`src/rtl/mantle_reg_pkg.sv`:
```
// Shared definitions for the mantle register-pipeline generators.
// Holds the count-width helper and the per-edge priority encoding.
package mantle_reg_pkg;

  // Per-edge stage action, already resolved by rst > flush > ce > hold.
  typedef enum logic [2:0] {
    OP_RESET,
    OP_FLUSH_SHIFT,
    OP_FLUSH_HOLD,
    OP_SHIFT,
    OP_HOLD
  } stage_op_e;

  function automatic int CNT_W(input int depth);
    return $clog2(depth + 1);
  endfunction

  function automatic stage_op_e stage_op(input logic rst, input logic flush, input logic ce);
    if (rst)   return OP_RESET;
    if (flush) return ce ? OP_FLUSH_SHIFT : OP_FLUSH_HOLD;
    if (ce)    return OP_SHIFT;
    return OP_HOLD;
  endfunction

endpackage

```
`src/rtl/reg_stage_ce_srst.sv`:
```
// One pipeline stage: WIDTH-bit data register plus valid bit, with
// synchronous reset to INIT, flush (valid only) and clock enable.
module reg_stage_ce_srst
  import mantle_reg_pkg::*;
#(
  parameter int               WIDTH = 16,
  parameter logic [WIDTH-1:0] INIT  = '0
) (
  input  logic             clk,
  input  logic             rst_i,
  input  logic             ce_i,
  input  logic             flush_i,
  input  logic [WIDTH-1:0] d_i,
  input  logic             vld_i,
  output logic [WIDTH-1:0] q_o,
  output logic             vld_o
);

  logic [WIDTH-1:0] data_q, data_d;
  logic             vld_q, vld_d;
  stage_op_e        op;

  always_comb begin
    op     = stage_op(rst_i, flush_i, ce_i);
    // NOTE: hold values are assigned first so every path drives data_d/vld_d and no latch is inferred.
    data_d = data_q;
    vld_d  = vld_q;
    case (op)
      OP_RESET: begin
        data_d = INIT;
        vld_d  = 1'b0;
      end
      OP_FLUSH_SHIFT: begin
        data_d = d_i;
        vld_d  = 1'b0;
      end
      OP_FLUSH_HOLD: vld_d = 1'b0;
      OP_SHIFT: begin
        data_d = d_i;
        vld_d  = vld_i;
      end
      default: ;
    endcase
  end

  // NOTE: state registers use non-blocking assignments so all stages update from pre-edge values.
  always_ff @(posedge clk) begin
    data_q <= data_d;
    vld_q  <= vld_d;
  end

  assign q_o   = data_q;
  assign vld_o = vld_q;

endmodule

```
`src/rtl/reg_pipe_ce_srst.sv`:
```
// DEPTH-deep clock-enabled delay line with per-stage valid, flush and an
// occupancy count; all outputs come straight from registers.
module reg_pipe_ce_srst
  import mantle_reg_pkg::*;
#(
  parameter int               WIDTH = 16,
  parameter int               DEPTH = 4,
  parameter logic [WIDTH-1:0] INIT  = '0
) (
  input  logic                      clk,
  input  logic                      rst_i,
  input  logic                      ce_i,
  input  logic [WIDTH-1:0]          in_i,
  input  logic                      in_valid_i,
  input  logic                      flush_i,
  output logic [WIDTH-1:0]          out_o,
  output logic                      out_valid_o,
  output logic [WIDTH*DEPTH-1:0]    taps_o,
  output logic [CNT_W(DEPTH)-1:0]   count_o
);

  localparam int CW = CNT_W(DEPTH);

  logic [WIDTH-1:0] stage_data [DEPTH];
  logic [DEPTH-1:0] stage_vld;

  for (genvar k = 0; k < DEPTH; k++) begin : g_stage
    logic [WIDTH-1:0] d_in;
    logic             v_in;

    if (k == 0) begin : g_head
      assign d_in = in_i;
      assign v_in = in_valid_i;
    end else begin : g_link
      assign d_in = stage_data[k-1];
      assign v_in = stage_vld[k-1];
    end

    reg_stage_ce_srst #(
      .WIDTH (WIDTH),
      .INIT  (INIT)
    ) u_stage (
      .clk     (clk),
      .rst_i   (rst_i),
      .ce_i    (ce_i),
      .flush_i (flush_i),
      .d_i     (d_in),
      .vld_i   (v_in),
      .q_o     (stage_data[k]),
      .vld_o   (stage_vld[k])
    );

    assign taps_o[k*WIDTH +: WIDTH] = stage_data[k];
  end

  // Modular add/sub is exact here: the result always lands in 0..DEPTH.
  logic [CW-1:0] count_q, count_d;

  always_comb begin
    count_d = count_q;
    if (rst_i || flush_i) begin
      count_d = '0;
    end else if (ce_i) begin
      count_d = count_q + CW'(in_valid_i) - CW'(stage_vld[DEPTH-1]);
    end
  end

  always_ff @(posedge clk) begin
    count_q <= count_d;
  end

  assign out_o       = stage_data[DEPTH-1];
  assign out_valid_o = stage_vld[DEPTH-1];
  assign count_o     = count_q;

endmodule

```
`config.mk`:
```
export PLATFORM = sky130hd
export DESIGN_NAME = reg_pipe_ce_srst
export DESIGN_NICKNAME = d
export VERILOG_FILES = /design/src/rtl/mantle_reg_pkg.sv /design/src/rtl/reg_stage_ce_srst.sv /design/src/rtl/reg_pipe_ce_srst.sv
export SDC_FILE = /design/constraint.sdc
export NUM_CORES = 1
export LEC_CHECK = 0
export CORE_ASPECT_RATIO = 2
export CORE_MARGIN = 2
export CORE_UTILIZATION = 45
export DETAILED_ROUTE_END_ITERATION = 10
export GPL_TIMING_DRIVEN = 1
export PLACE_DENSITY = 0.79
export SYNTH_ARGS = -nofsm -noshare
export SYNTH_HDL_FRONTEND = slang
export SYNTH_HIERARCHICAL = 1
export SYNTH_SLANG_ARGS = --single-unit
```
`constraint.sdc`:
```
create_clock -name clk -period 2.3 [get_ports clk]
set_input_delay 0.46 -clock clk [delete_from_list [all_inputs] [get_ports clk]]
set_output_delay 0.46 -clock clk [all_outputs]
set_load 0.03 [all_outputs]
```
==> results.yml <==
run_status:
  status: "completed"
power:
  ir_drop_mv: 0.549
  p_leak_nw: 1.76
  p_per_area_nw_per_um2: 781
logic_synthesis:
  synth-seq-area-share_pct: 68.7
  synthCells: 202
  yosys.cell_types.count: 20
  synthesis.area_sq_um: 3060
  syn_nets: 230
  synth_edf_count: 68
  synthFlopType: "edfxtp_1"
  synth_area_leaders: "edfxtp_1, and2_1, buf_4, ha_1, nor3b_4"
  synth.cells.most_frequent: "edfxtp_1, and2_1, buf_4"
  synthMostInstantiatedCell: "edfxtp_1"
  yosysTopAreaCellShare_pct: 66.8
  yosysWarnings: 6
  synth-seq-cells: 71
  syn_avg_cell_area_sq_um: 15.1
  synth_top_area_cell: "edfxtp_1"
  async_flop_share_pct: 0
detailed_routing:
  wire_per_inst_microns: 13.0
  postRouteAntennaNets: 0
  vias: 1853
  drcViolationCount: 0
  wirelength_microns: 5230
  drt-pass1-iter-count: 4
  first_iter_violations: 40
  viasPerCell: 4.60
clock_tree:
  htreeDepth: 3
  cts-root-buf: "clkbuf_16"
  clk_pin_slew_ps: 50
  hold_buffers: 0
  clock-sinks: 71
  cts_resized: 0
  max-clock-path-buffers: 2
  clk_latency_ps: 320
  cts_inserted_buffers: 9
  post_cts_buffers: 0
  cts_tree: "built"
worst_setup_path:
  cp.arrival_ps: 2060
  crit_required_ps: 2310
  cp_max_fo: 16
  cp-end-kind: "flop"
  reg2reg_from: "g_stage[3].u_stage/vld_o$_DFFE_PP_"
  crit_chain: "clkdlybuf4s50_1 > inv_1 > ha_1 > and2b_1 > o21bai_1 > buf_4"
  critPathKind: "primary input to flop"
  crit_path_max_incr_delay_ps: 660
  r2r_slack_ps: 270
  worstReg2RegEnd: "count_o[2]$_SDFFE_PP0P_"
  r2r_cells: 8
  crit_slowest_cell: "clkdlybuf4s50_1"
  critPathLaunchType: "primary input"
cells_and_area:
  areaGrowthSynthToFinish_pct: 44.1
  final_cell_area_sq_um: 4410
  antenna_cells: 0
  layout.nets: 338
  drive_gt1_share_pct: 9.84
place:
  gp_congestion: 0.748
  place_area_sq_um: 4140
  port-buffer-count: 104
  dp_hpwl_microns: 4100
sta:
  fmax_ghz: 0.489
  tightest_slew_ps: 375
  hold_viol: 0
  finalSetupTns_ps: 0
  skew_ps: 3.41
  finalCriticalPeriod_ps: 2040
  slew_headroom_pct: 74.4
  finalSetupViolations: 0
  timing.final.crit_share_pct: 88.8
  report.final.slew_viol_count: 0
  rsz0062_at_grt: "no"
grt:
  antenna_found_initial: 0
  overflow: 0
  grt_max_degree: 18
  grtUsageTotal_pct: 15.1
  grt_pass1_vias: 1878
  grt_pass1_wl_microns: 8580
floorplan:
  die-area_sq_um: 7510
  die_y_microns: 121
  initial_utilization_pct: 46.2
  num_io_pins: 105
  die_x_microns: 62.3
  rows: 42
  fp.coreArea_sq_um: 6620
run:
  max-cap-violations: 0
worst_hold_path:
  min_path_cells: 1
  hold_end: "g_stage[3].u_stage/q_o[1]$_SDFFCE_PN0P_"
  min-delay-start: "g_stage[2].u_stage/q_o[1]$_SDFFCE_PN0P_"
  hold_class: "flop to flop"
## power by group
part | internal [mW] | switching [mW] | leakage [nW]
Combinational | 0.281 | 0.377 | 0.847
Sequential | 1.53 | 0.0479 | 0.785
Clock | 0.722 | 0.482 | 0.124
## worst max path at each step
stage | startpoint | end | slack, ps | depth (start not counted)
floorplan | g_stage[3].u_stage/vld_o$_DFFE_PP_ | count_o[2]$_SDFFE_PP0P_ | 170 | 8
global placement | ce_i | g_stage[0].u_stage/q_o[8]$_SDFFCE_PN0P_ | -20 | 6
detailed placement | ce_i | g_stage[3].u_stage/q_o[9]$_SDFFCE_PN0P_ | -70 | 6
CTS | g_stage[3].u_stage/vld_o$_DFFE_PP_ | count_o[2]$_SDFFE_PP0P_ | 250 | 8
global route | g_stage[3].u_stage/vld_o$_DFFE_PP_ | count_o[2]$_SDFFE_PP0P_ | 110 | 8
finish | ce_i | g_stage[3].u_stage/q_o[13]$_SDFFCE_PN0P_ | 260 | 6
## area by class of cell
class,count,area (sq um)
fill,498,2210
sequential,71,2100
timing repair buffer,117,1140
multi-input combinational,99,746
clock buffer,10,229
tap,88,110
inverter,12,45.0
clock inverter,6,36.3
## cell families after synthesis
| kind of cell | after synthesis | share of synthesized area, % |
|---|---|---|
| mux | 1 | 0.327 |
| xor+xnor | 1 | 0.286 |
| simple gates | 83 | 18.6 |
| buf+inv | 32 | 6.87 |
| fa+ha+maj | 7 | 3.11 |
| flops | 71 | 68.7 |
| compound gates | 7 | 2.05 |
## state kept, by name (all words and copies together), names as in the netlist
| register | cells |
|---|---|
| g_stage.u_stage/vld_o | 4 |
| g_stage.u_stage/q_o | 64 |
| count_o | 3 |
## stage by stage
stage | cells | worst slack, ps | hold WS [ps] | utilization [%] | power (mW)
final | 403 | 256 | 547 | 66.6 | 3.44
after global routing | 403 | 109 | 568 | 66.6 | 3.57
after CTS | 403 | 248 | 548 | 66.6 | 3.47
after floorplan | 202 | 169 | 528 | - | 1.98
after detailed placement | 387 | -65.8 | 535 | 62.5 | 2.27
after global placement | 387 | -22.3 | 529 | 62.5 | 2.25
## routing by layer
metal | wire (microns) | vias to the layer above | global-route usage [%]
met5 | 0 | - | 0
met4 | 88 | 0 | 7.36
met1 | 1650 | 872 | 13.4
met3 | 407 | 7 | 5.86
met2 | 3080 | 81 | 28.9
li1 | - | 893 | -
## critical path: cells and delay by family
kind                       cells  cell delay (ps)
adders and majority gates      1              310
buffers and inverters          3              990
AOI/OAI and AO/OA              1              130
and+or+nand+nor                1              160
## placed cells by master (no fill, tap or decap), types with 2 or more instances in the layout
cell	count
clkdlybuf4s50_1	104
and2b_1	4
clkinv_1	2
nor3_1	2
o21bai_1	4
inv_1	12
buf_4	13
clkbuf_16	9
edfxtp_1	68
ha_1	6
and2_1	64
nand2b_1	4
clkinvlp_4	2
dfxtp_1	3
and3_1	4
nor3b_4	4
Power figures use the tool's default switching activity.
